`src/rtl/key_debounce_multi.sv`:
```
// Purpose : multi-channel active-low push-button conditioner (sync + debounce + press/release/long/repeat strobes).
// Latency : key_level follows a stable key_in at the (CNT_MAX+2)th edge; all strobes are registered.
// Backpr. : none; free-running, every output is a level or a single-cycle strobe with no handshake.
//
// Ports:
//   sys_clk       system clock, rising edge
//   sys_rst_n     asynchronous active-low reset
//   key_in        raw key pins, 0 = pressed, asynchronous to sys_clk
//   key_level     debounced key state, 1 = pressed
//   press_flag    1-cycle strobe in the first cycle key_level shows a press
//   release_flag  1-cycle strobe in the first cycle key_level shows a release
//   long_flag     1-cycle strobe when the hold reaches LONG_MS ticks
//   repeat_flag   1-cycle strobe every REPEAT_MS ticks after long_flag while held
module key_debounce_multi #(
  parameter int KEY_NUM   = 4,
  parameter int CNT_MAX   = 999_999,
  parameter int CNT_W     = 20,
  parameter int TICK_MAX  = 49_999,
  parameter int LONG_MS   = 1000,
  parameter int REPEAT_MS = 200,
  parameter bit REPEAT_EN = 1'b1
) (
  input  logic               sys_clk,
  input  logic               sys_rst_n,
  input  logic [KEY_NUM-1:0] key_in,
  output logic [KEY_NUM-1:0] key_level,
  output logic [KEY_NUM-1:0] press_flag,
  output logic [KEY_NUM-1:0] release_flag,
  output logic [KEY_NUM-1:0] long_flag,
  output logic [KEY_NUM-1:0] repeat_flag
);

  localparam int TICK_W = (TICK_MAX > 0) ? $clog2(TICK_MAX + 1) : 1;
  localparam int LONG_W = $clog2(LONG_MS + 1);
  localparam int REP_W  = $clog2(REPEAT_MS + 1);

  localparam logic [CNT_W-1:0]  CNT_LAST  = CNT_W'(CNT_MAX - 1);
  localparam logic [TICK_W-1:0] TICK_LAST = TICK_W'(TICK_MAX);
  localparam logic [LONG_W-1:0] LONG_LAST = LONG_W'(LONG_MS);
  localparam logic [REP_W-1:0]  REP_LAST  = REP_W'(REPEAT_MS);

  typedef enum logic [1:0] {ST_REL, ST_PRS, ST_HOLD} state_t;

  // Two-stage synchroniser; idles at 1 (released) so reset never looks like a press.
  logic [KEY_NUM-1:0] sync_s1;
  logic [KEY_NUM-1:0] sync_s2;
  logic [KEY_NUM-1:0] key_sync;

  always_ff @(posedge sys_clk or negedge sys_rst_n) begin
    if (!sys_rst_n) begin
      sync_s1 <= '1;
      sync_s2 <= '1;
    end else begin
      sync_s1 <= key_in;
      sync_s2 <= sync_s1;
    end
  end

  assign key_sync = ~sync_s2;

  // Shared hold-time prescaler; not aligned to key events.
  logic [TICK_W-1:0] tick_cnt;
  logic              tick;

  assign tick = (tick_cnt == TICK_LAST);

  always_ff @(posedge sys_clk or negedge sys_rst_n) begin
    if (!sys_rst_n) begin
      tick_cnt <= '0;
    end else if (tick) begin
      tick_cnt <= '0;
    end else begin
      tick_cnt <= tick_cnt + TICK_W'(1);
    end
  end

  for (genvar i = 0; i < KEY_NUM; i++) begin : g_ch
    logic [CNT_W-1:0]  db_cnt;
    logic              lvl_q;
    logic              db_hit;
    logic              lvl_rise;
    logic              lvl_fall;
    state_t            state;
    logic [LONG_W-1:0] hold_cnt;
    logic [REP_W-1:0]  rep_cnt;
    logic [LONG_W-1:0] hold_nxt;
    logic [REP_W-1:0]  rep_nxt;
    logic              press_q;
    logic              rel_q;
    logic              long_q;
    logic              rep_q;

    // db_hit marks the edge on which key_level toggles; the FSM keys off it so
    // press/release strobes line up with the first cycle of the new level.
    assign db_hit   = (key_sync[i] != lvl_q) && (db_cnt == CNT_LAST);
    assign lvl_rise = db_hit & ~lvl_q;
    assign lvl_fall = db_hit &  lvl_q;
    assign hold_nxt = hold_cnt + LONG_W'(1);
    assign rep_nxt  = rep_cnt + REP_W'(1);

    always_ff @(posedge sys_clk or negedge sys_rst_n) begin
      if (!sys_rst_n) begin
        db_cnt <= '0;
        lvl_q  <= 1'b0;
      end else if (key_sync[i] == lvl_q) begin
        db_cnt <= '0;
      end else if (db_hit) begin
        db_cnt <= '0;
        lvl_q  <= ~lvl_q;
      end else begin
        db_cnt <= db_cnt + CNT_W'(1);
      end
    end

    always_ff @(posedge sys_clk or negedge sys_rst_n) begin
      if (!sys_rst_n) begin
        state    <= ST_REL;
        hold_cnt <= '0;
        rep_cnt  <= '0;
        press_q  <= 1'b0;
        rel_q    <= 1'b0;
        long_q   <= 1'b0;
        rep_q    <= 1'b0;
      end else begin
        press_q <= 1'b0;
        rel_q   <= 1'b0;
        long_q  <= 1'b0;
        rep_q   <= 1'b0;
        case (state)
          ST_REL: begin
            if (lvl_rise) begin
              press_q  <= 1'b1;
              hold_cnt <= '0;
              state    <= ST_PRS;
            end
          end
          ST_PRS: begin
            // Release wins over a coincident tick.
            if (lvl_fall) begin
              rel_q    <= 1'b1;
              hold_cnt <= '0;
              rep_cnt  <= '0;
              state    <= ST_REL;
            end else if (tick) begin
              hold_cnt <= hold_nxt;
              if (hold_nxt == LONG_LAST) begin
                long_q  <= 1'b1;
                rep_cnt <= '0;
                state   <= ST_HOLD;
              end
            end
          end
          ST_HOLD: begin
            if (lvl_fall) begin
              rel_q    <= 1'b1;
              hold_cnt <= '0;
              rep_cnt  <= '0;
              state    <= ST_REL;
            end else if (tick) begin
              if (rep_nxt == REP_LAST) begin
                rep_q   <= REPEAT_EN;
                rep_cnt <= '0;
              end else begin
                rep_cnt <= rep_nxt;
              end
            end
          end
          default: state <= ST_REL;
        endcase
      end
    end

    assign key_level[i]    = lvl_q;
    assign press_flag[i]   = press_q;
    assign release_flag[i] = rel_q;
    assign long_flag[i]    = long_q;
    assign repeat_flag[i]  = rep_q;
  end

endmodule
```
`config.mk`:
```
export PLATFORM = sky130hd
export DESIGN_NAME = key_debounce_multi
export DESIGN_NICKNAME = d
export VERILOG_FILES = /design/src/rtl/key_debounce_multi.sv
export SDC_FILE = /design/constraint.sdc
export NUM_CORES = 1
export LEC_CHECK = 0
export BUFFER_PORTS_ARGS = -buffer_cell sky130_fd_sc_hd__buf_2
export CORE_MARGIN = 2
export CORE_UTILIZATION = 42
export DETAILED_ROUTE_END_ITERATION = 10
export PLACE_DENSITY = 0.58
export RECOVER_POWER = 25
export SETUP_SLACK_MARGIN = 0.05
export SLEW_MARGIN = 20
export SYNTH_ARGS = -nofsm -noshare
export SYNTH_HDL_FRONTEND = slang
export SYNTH_SLANG_ARGS = --single-unit
```
`constraint.sdc`:
```
create_clock -name sys_clk -period 4.46 [get_ports sys_clk]
set_input_delay 0.446 -clock sys_clk [delete_from_list [all_inputs] [get_ports sys_clk]]
set_output_delay 0.446 -clock sys_clk [all_outputs]
set_load 0.01 [all_outputs]
```
==> results of run 1 <==
## area by class of cell
class | instances | area (µm²) | share of cell area
clock inverters | 3 | 65.1 | 0.00527
inverters | 35 | 131 | 0.0106
well taps | 335 | 419 | 0.0339
clock buffers | 41 | 806 | 0.0652
flip-flops and latches | 204 | 5110 | 0.414
multi-input cells | 910 | 5640 | 0.456
repair buffers | 31 | 183 | 0.0148
## per-layer routing
layer | vias up | GRT usage | wire [µm]
li1 | 4261 | - | -
met3 | 35 | 0.0243 | 693
met4 | 0 | 0.0408 | 455
met1 | 4097 | 0.240 | 11500
met5 | - | 0 | 0
met2 | 127 | 0.255 | 9830
## path summary, 6_finish.rpt
path | from | to | slack (ns) | cells past startpoint
worst min register to register | sync_s1[1] | sync_s2[1] | 0.36 | 0
max in group asynchronous | sys_rst_n | sync_s2[1] | 2.16 | 2
worst max-delay path | tick_cnt[5] | g_ch[2].hold_cnt[8] | 1.30 | 7
worst min-delay path | key_in[2] | sync_s1[2] | 0.04 | 1
worst max register to register | tick_cnt[5] | g_ch[2].hold_cnt[8] | 1.30 | 7
min in group asynchronous | sys_rst_n | g_ch[3].db_cnt[17] | 0.72 | 1
## flip-flops by register name, summed over array words and instances (netlist names)
signal,flops
g_ch.db_cnt,80
g_ch.lvl_q,4
g_ch.rel_q,4
sync_s1,4
g_ch.press_q,4
g_ch.rep_q,4
g_ch.long_q,4
tick_cnt,16
g_ch.state,8
g_ch.rep_cnt,32
g_ch.hold_cnt,40
sync_s2,4
## synthesized netlist by cell type (9+ instances only)
cell      count
inv_1        35
nand2_1     108
and2_1       12
or3_1        12
nor2b_1      12
nor3_1       18
nand4_1      24
o31ai_1      17
and4_1        9
o21ai_1      20
xor2_1       60
and3_1       48
a21o_1       10
ha_1         32
a21oi_1      37
a31oi_1      13
buf_4        20
o21ai_0      46
dfrtp_1     196
nor4_1       10
nand3_1      84
nor2_1      163
xnor2_1      35
nand2b_1      9
clkbuf_1     24
## kinds of logic after synthesis
group,after synthesis
XOR/XNOR,95
flip-flops,204
buffers and inverters,88
AO/OA/AOI/OAI,208
multiplexers,10
adder cells (fa/ha/maj),32
AND/OR/NAND/NOR,565
## per-stage QoR
step / instance area, µm² / hold slack, ns / total power, µW / setup WS, ns / cells
6_report: 12400 / 0.0353 / 4040 / 1.30 / 1559
3_3_place_gp: 11500 / 0.346 / 1990 / 1.47 / 1515
5_1_grt: 12400 / 0.00996 / 4200 / 0.951 / 1559
2_1_floorplan: 11200 / 0.150 / 1940 / 1.82 / 1202
4_1_cts: 12400 / 0.00339 / 4110 / 1.36 / 1559
3_5_place_dp: 11500 / 0.348 / 1990 / 1.38 / 1515
## worst max-delay path, delay by kind of cell (launching register included)
family | cells | cell delay [ns]
AO/OA/AOI/OAI | 3 | 0.65
AND/OR/NAND/NOR | 3 | 1.67
flip-flops | 1 | 0.44
buffers and inverters | 1 | 0.33
## power by group
group          switching [µW]  leakage (µW)  internal [µW]
Combinational            57.1       0.00217           15.9
Sequential               12.4       0.00280           1870
Clock                     757      0.000431           1330
==> impl_results.md, run 1 <==
- Status: finished with violations
- Failing checks: max-capacitance violations, max-slew violations
- Adder-cell share of the synthesized area: 0.0358
- Vias in the first global route: 8,092
- Fin. max-slew vios: 101
- FMAX: 316 MHz
- Final Critical Period: 3.16 ns
- Post-synthesis compound-gate area fraction: 0.125
- Final net count: 1,245
- Crit path launch type: register
- Maxcap violations: 1
- Die area: roughly 0.028 mm²
- Layout cells sized above 1: 0.0858
- Unrepaired setup endpoints after global routing: no
- Gr usage total: 0.163
- Wire length per cell: between 10 and 15 µm
- Slowest CP cell: nor4b_2
- Final Cycle Share: 0.709
- Share of the synthesized area in the top cell type: 0.439
- TritonRoute pass-1 iters: 5
- First-pass GRT wire length: 39,400 µm
- Ys async rst share: 1.00
- Synth Area in XOR/XNOR: 0.0744
- Pin count of the biggest net entering global routing: 102
- Synth area leader: dfrtp_1
- Worst Tran Pin Value: 2.52 ns
- Fillers: 2,494
- Final hold violations: 0
- CP Cell Sequence: nor4bb_1, nand4_1, buf_4, a21oi_1, nor4b_2, a41oi_1, a31oi_1
- Sequential cell area fraction in the yosys report: 0.458
- Cell Pwr Density: 327 mW/mm²
- CP endpoint kind: register
- Clk_lat worst skew: 0.51 ns
- Sum of negative setup slack: 0 ns
- Die X: between 150 and 200 µm
- I/O Pins: 26
- Synth cell types: 72
- Clock Path Buffers: 3
- Hold Path Class: primary input to register
- ANT nets after route: 0
- Initial Util: 0.428
- IR drop worst, VDD: 0.276 mV
- Kind of critical path: register to register
- Number of port buffers: 25
- WL final: 22,400 µm
- Routed vias: 8,520
- Core Region: 0.0261 mm²
- Clock Root Buffer: clkbuf_16
- Rows: 59
- Area grow syn2layout: 10.5%
- Initial antenna violation count: 0
- Seq cells post-synth: 204
- Final Util: 0.473
- Post-synthesis mux area share: 0.00918
- Cell Area, Synth: about 0.011 mm²
- Mapped Avg Cell Area: 9.30 µm²
- Vias per Instance: between 5 and 6
- Hpwl dp: 15,100 µm
- DRT iter0 DRCs: 532
- Clock Sinks: approximately 200
- Commonest non-fill, non-tap cell in the layout: dfrtp_1
- Slew headroom: -0.678
- Synthesis Warnings: 0
- Synth Instances: 1,202
- Post-synth EDFFs: 0
- Leak pwr: 0.00540 µW
- Worst Path Required: 4.89 ns
- Setup Viol. Count Final: 0
- Area contributors post-synth: dfrtp_1 (44%), nor2_1 (5.5%), xor2_1 (4.7%), nand3_1 (3.8%), nand2_1 (3.6%)
- Post-Syn Nets: 1,240
- Highest-count cells in the layout ignoring fill and taps: dfrtp_1 (196), nor2_1 (163), nand2_1 (108)
- Congestion Overflow GR: 0
- Worst path arrival time: 3.60 ns
- Crit-path max FO: 9
- Die Ht: 167 µm
- Cts repair resizes: 0
- Post-CTS setup buffer count: 0
- CTS Buf Count: 25
- Cts hold-fix bufs: 0
- H-tree level count: 1
- Post-route DRC violation count: 0
- Clk pin slew, worst setup/hold paths: ~0.05 ns
- Routability cong.: 0.828
- Simple-Gate Fraction of Synth Area: 0.260
- Antenna Cells: 0
- Worst path max stage delay: 0.78 ns
- Final clock skew: 0.0109 ns
- Top_reg_cell synth: dfrtp_1
- CTS tree: yes
- Largest family of logic cells by synthesized area: simple AND/OR/NAND/NOR gates
(Power assumes the default switching activity.)
==> inputs of run 2 (changes only) <==
--- a/config.mk
+++ b/config.mk
@@ -9,7 +9,7 @@
 export CORE_MARGIN = 2
 export CORE_UTILIZATION = 42
 export DETAILED_ROUTE_END_ITERATION = 10
-export PLACE_DENSITY = 0.58
+export PLACE_DENSITY = 0.6
 export RECOVER_POWER = 25
 export SETUP_SLACK_MARGIN = 0.05
 export SLEW_MARGIN = 20
==> constraint.sdc (replaced) <==
create_clock -name sys_clk -period 2.8 [get_ports sys_clk]
set_input_delay 0.28 -clock sys_clk [delete_from_list [all_inputs] [get_ports sys_clk]]
set_output_delay 0.28 -clock sys_clk [all_outputs]
set_load 0.01 [all_outputs]
==> impl_results.md, run 2 (same netlist as run 1, synthesis figures left out) <==
- Status: finished with violations
- Failing checks: design-rule violations, max-capacitance violations, max-slew violations
- Setup ws final: 0.204 ns
- Unrepaired setup endpoints after global routing: no
- M1 WL: roughly 11,000 µm
- Crit-path max FO: 7
- Switching Share: 0.217
- Met2 WL: 10,200 µm
- Antenna Cells: 0
- Slowest CP cell: or4_1
- Routability cong.: 0.838
- Pin count of the biggest net entering global routing: 75
- Final clock skew: about 0.0076 ns
- Initial antenna violation count: 0
- I/O Pins: 26
- IR drop worst, VDD: 0.502 mV
- Top Layer Used: met4
- First-pass GRT wire length: approximately 40,000 µm
- CP endpoint kind: register
- Vias per Instance: between 5 and 6
- Worst path max stage delay: approximately 0.6 ns
- Post-route DRC violation count: 1
- Design Power: around 6100 µW
- Leak pwr: 0.00553 µW
- Final Critical Period: 2.60 ns
- Highest-count cells in the layout ignoring fill and taps: dfrtp_1 (195), nor2_1 (163), nand2_1 (108)
- Initial Util: 0.428
- Hold Path Class: register to register
- TritonRoute pass-1 iters: 8
- Gr usage total: 0.166
- Clk pin slew, worst setup/hold paths: roughly 0.060 ns
- ANT nets after route: 0
- Worst Tran Pin Value: 1.87 ns
- Number of port buffers: 25
- Vias in the first global route: 8,345
- Worst path arrival time: 3.01 ns
- Clock Root Buffer: clkbuf_16
- Post-Place Worst Slack: 0.149 ns
- CP Cell Sequence: ha_2, nand3_1, nor2_1, a32oi_1, or4_1, a221o_1, or2_4, o31ai_2
- Metal3 WL: 723 µm
- Fin. max-slew vios: 75
- Final Cycle Share: 0.927
- Area grow syn2layout: 12.3%
- Register with the most flip-flops: g_ch.db_cnt
- Kind of critical path: register to register
- Final net count: ~1,300
- Setup Viol. Count Final: 0
- Maxcap violations: 1
- Gate power share: 0.021
- WL final: 22,800 µm
- Internal power: 4810 µW
- Largest register FFs: 80
- Die X: 167 µm
- Top cell family by delay on the critical path: simple AND/OR/NAND/NOR gates
- Buffer and inverter count on the worst path: 0
- Die area: around 0.028 mm²
- Final hold violations: 0
- Layout cells sized above 1: 0.113
- Reg power frac: 0.487
- Crit path launch type: register
- FMAX: 385 MHz
- Rows: 59
- H-tree level count: 1
- Clk_lat worst skew: 0.50 ns
- Hpwl dp: 15,600 µm
- Sum of negative setup slack: 0 ns
- Congestion Overflow GR: 0
- Routed vias: about 8,600
- Cell Pwr Density: 489 mW/mm²
- Psw: 1330 µW
- Slew headroom: -0.249
- CTS Buf Count: 23
- Clock Path Buffers: 3
- Commonest non-fill, non-tap cell in the layout: dfrtp_1
- Clock share of power: 0.492
- Die Ht: approximately 170 µm
- CTS tree: yes
- Largest regs: g_ch.db_cnt: 80 flops, g_ch.hold_cnt: 40 flops, g_ch.rep_cnt: 32 flops
- DRT iter0 DRCs: around 500
- Final Util: 0.481
- Placed Cells: roughly 1,500
- Wire length per cell: 14.3 µm
- Final instance count without filler cells: 1,594
- Worst Path Required: 3.22 ns
- Clock Sinks: 204
- Core Region: 0.0261 mm²
run 2: changes by cell type in the layout (fill, tap and decap cells not counted), sizes merged:
cell / change
clkinv: +6
clkbuf: -10
dlygate4sd3: +5
buf: +32
clkinvlp: +2
run 2: worst paths after layout:
path	start	end	slack [ns]	depth (start not counted)
worst max-delay path	g_ch[0].hold_cnt[1]	g_ch[0].rep_cnt[7]	0.20	8
worst min-delay path	sync_s1[2]	sync_s2[2]	0.36	0
worst max register to register	g_ch[0].hold_cnt[1]	g_ch[0].rep_cnt[7]	0.20	8
worst min register to register	sync_s1[2]	sync_s2[2]	0.36	0
max in group asynchronous	sys_rst_n	sync_s1[2]	0.57	3
min in group asynchronous	sys_rst_n	g_ch[3].db_cnt[17]	0.81	2
run 2: through the flow:
stage / instance area (µm²) / hold slack (ns)
after floorplan: 11200 / -0.0156
after global placement: 11700 / 0.283
after detailed placement: 11700 / 0.282
after CTS: 12500 / 0.334
after global routing: 12600 / 0.361
final: 12600 / 0.356
run 2: layout make-up:
class / count / area [µm²]
inverter: 35 / 131
fill: 2488 / 13600
sequential: 204 / 5120
tap: 335 / 419
multi-input combinational: 910 / 5660
timing repair buffer: 69 / 469
clock buffer: 30 / 642
clock inverter: 11 / 118
run 2: layer usage:
| metal | track usage | up-vias |
|---|---|---|
| li1 | - | 4333 |
| met2 | 0.265 | 99 |
| met3 | 0.0251 | 32 |
| met1 | 0.239 | 4149 |
| met5 | 0 | - |
| met4 | 0.0412 | 0 |
run 2: repair_timing:
action                                  4_1_cts  5_1_grt
buffers inserted                              0        3
endpoints found under the setup margin        0       50
hold buffers                                  5        0
hold endpoints to repair                     72        0
gates resized for setup                       0        8
run 2: power groups by stage:
stage	clock [µW]	combinational, µW	sequential, µW
final	3020	127	2990
after global routing	3250	153	2990
after CTS	3130	139	2990
after detailed placement	0	133	3050
after global placement	0	133	3040
after floorplan	0	43.7	3040
==> inputs of run 3 (changes only) <==
--- a/config.mk
+++ b/config.mk
@@ -9,6 +9,7 @@
 export CORE_MARGIN = 2
 export CORE_UTILIZATION = 42
 export DETAILED_ROUTE_END_ITERATION = 10
+export MAX_ROUTING_LAYER = met4
 export PLACE_DENSITY = 0.6
 export RECOVER_POWER = 25
 export SETUP_SLACK_MARGIN = 0.05
==> impl_results.md, run 3 (same netlist as run 1, synthesis figures left out) <==
- Vias in the first global route: 8,342
- Final Critical Period: 2.60 ns
- CP endpoint kind: register
- Wire length per cell: 14.3 µm
- IR drop worst, VDD: 0.502 mV
- Initial antenna violation count: 0
- Clk pin slew, worst setup/hold paths: 0.06 ns
- Routability cong.: 0.851
- Vias per Instance: approximately 5.4
- Worst Path Required: ~3.2 ns
- CTS tree: yes
- Hpwl dp: 15,600 µm
- Crit-path max FO: 7
- Unrepaired setup endpoints after global routing: no
- Initial Util: 0.428
- FMAX: 385 MHz
- I/O Pins: 26
- Design Area, Final: around 0.013 mm²
- Register with the most flip-flops: g_ch.db_cnt
- Sum of negative setup slack: 0 ns
- Die X: 167 µm
- Leak pwr: approximately 0.0055 µW
- Highest-count cells in the layout ignoring fill and taps: dfrtp_1 (195), nor2_1 (163), nand2_1 (108)
- Final hold violations: 0
- Antenna Cells: 0
- Largest register FFs: 80
- Area grow syn2layout: 12.3%
- Setup Viol. Count Final: 0
- Clock Path Buffers: 3
- Die Ht: approximately 170 µm
- Commonest non-fill, non-tap cell in the layout: dfrtp_1
- TritonRoute pass-1 iters: 8
- ANT nets after route: 0
- Core Region: 0.0261 mm²
- Pin count of the biggest net entering global routing: 75
- Status: finished with violations
- Final clock skew: 0.00628 ns
- HP Start: sync_s1[2]
- CTS Buf Count: 23
- Slew headroom: -0.249
- Gr usage total: 0.171
- Hold Path Class: register to register
- Maxcap violations: 1
- Clock Root Buffer: clkbuf_16
- Kind of critical path: register to register
- Cell Pwr Density: 489 mW/mm²
- FF-to-FF Start: g_ch[0].hold_cnt[1]
- Rows: 59
- Worst path arrival time: between 3 and 4 ns
- Setup crit start: g_ch[0].hold_cnt[1]
- Clock Sinks: 204
- H-tree level count: 1
- Failing checks: design-rule violations, max-capacitance violations, max-slew violations
- Routed vias: 8,610
- Crit path launch type: register
- First-pass GRT wire length: around 40,000 µm
- Number of port buffers: 25
- Layout cells sized above 1: 0.113
- Final Cycle Share: 0.929
- Die area: around 0.028 mm²
- Worst Tran Pin Value: 1.87 ns
- Clk_lat worst skew: 0.50 ns
- Congestion Overflow GR: 0
- DRT iter0 DRCs: approximately 480
- Post-route DRC violation count: 1
- WL final: 22,800 µm
- Final net count: 1,281
- Largest regs: g_ch.db_cnt: 80 flops, g_ch.hold_cnt: 40 flops, g_ch.rep_cnt: 32 flops
- DP Area: 0.0117 mm²
- Fin. max-slew vios: 75
==> run 3: cell counts in the layout (fill, tap and decap cells not counted) <==
Identical to the previous run, type by type.
==> run 3: report_power, final <==
part | total, µW | internal (µW) | switching, µW
Sequential | 2990 | 2970 | 19.1
Combinational | 127 | 33.5 | 93.5
Clock | 3020 | 1800 | 1220
==> run 3: layout make-up <==
class                      count  area [µm²]
clock inverter                11         118
timing repair buffer          69         469
tap                          335         419
sequential                   204        5120
multi-input combinational    910        5660
inverter                      35         131
fill                        2488       13600
clock buffer                  30         642
==> run 3: what timing repair did <==
action,4_1_cts,5_1_grt
setup buffers,0,3
endpoints found under the hold margin,72,0
hold buffers,5,0
resized for setup,0,8
setup endpoints to repair,0,50
==> run 3: layer usage <==
layer | share of wire | vias to the layer above | GRT usage | routed length [µm]
met3 | 0.032 | 31 | 0.0248 | 723
met1 | 0.50 | 4146 | 0.239 | 11500
li1 | - | 4336 | - | -
met2 | 0.45 | 97 | 0.264 | 10200
met4 | 0.021 | 0 | 0.0412 | 470
met5 | 0 | - | - | 0
==> run 3: worst paths after layout <==
check                                      to  slack [ns]  cells past startpoint
setup / recovery           g_ch[0].rep_cnt[7]        0.20                      8
hold / removal                     sync_s2[2]        0.36                      0
setup reg to reg           g_ch[0].rep_cnt[7]        0.20                      8
hold reg to reg                    sync_s2[2]        0.36                      0
max in group asynchronous          sync_s1[2]        0.57                      3
min in group asynchronous  g_ch[3].db_cnt[17]        0.81                      2
==> run 3: per-stage QoR <==
stage           util  worst slack (ns)  total power [µW]  hold slack (ns)  cells
2_1_floorplan      -             0.157              3090          -0.0156   1202
3_3_place_gp   0.448             0.176              3180            0.283   1545
3_5_place_dp   0.448             0.149              3180            0.282   1545
4_1_cts        0.479            0.0962              6260            0.334   1591
5_1_grt        0.481            0.0599              6400            0.361   1594
6_report       0.481             0.200              6140            0.356   1594
==> run 3: worst max-delay path, stage by stage, from the launching register on <==
cell and delay, ns:
dfrtp_1 0.43, ha_2 0.28, nand3_1 0.11, nor2_1 0.15, a32oi_1 0.11, or4_1 0.60
a221o_1 0.37, or2_4 0.26, o31ai_2 0.20
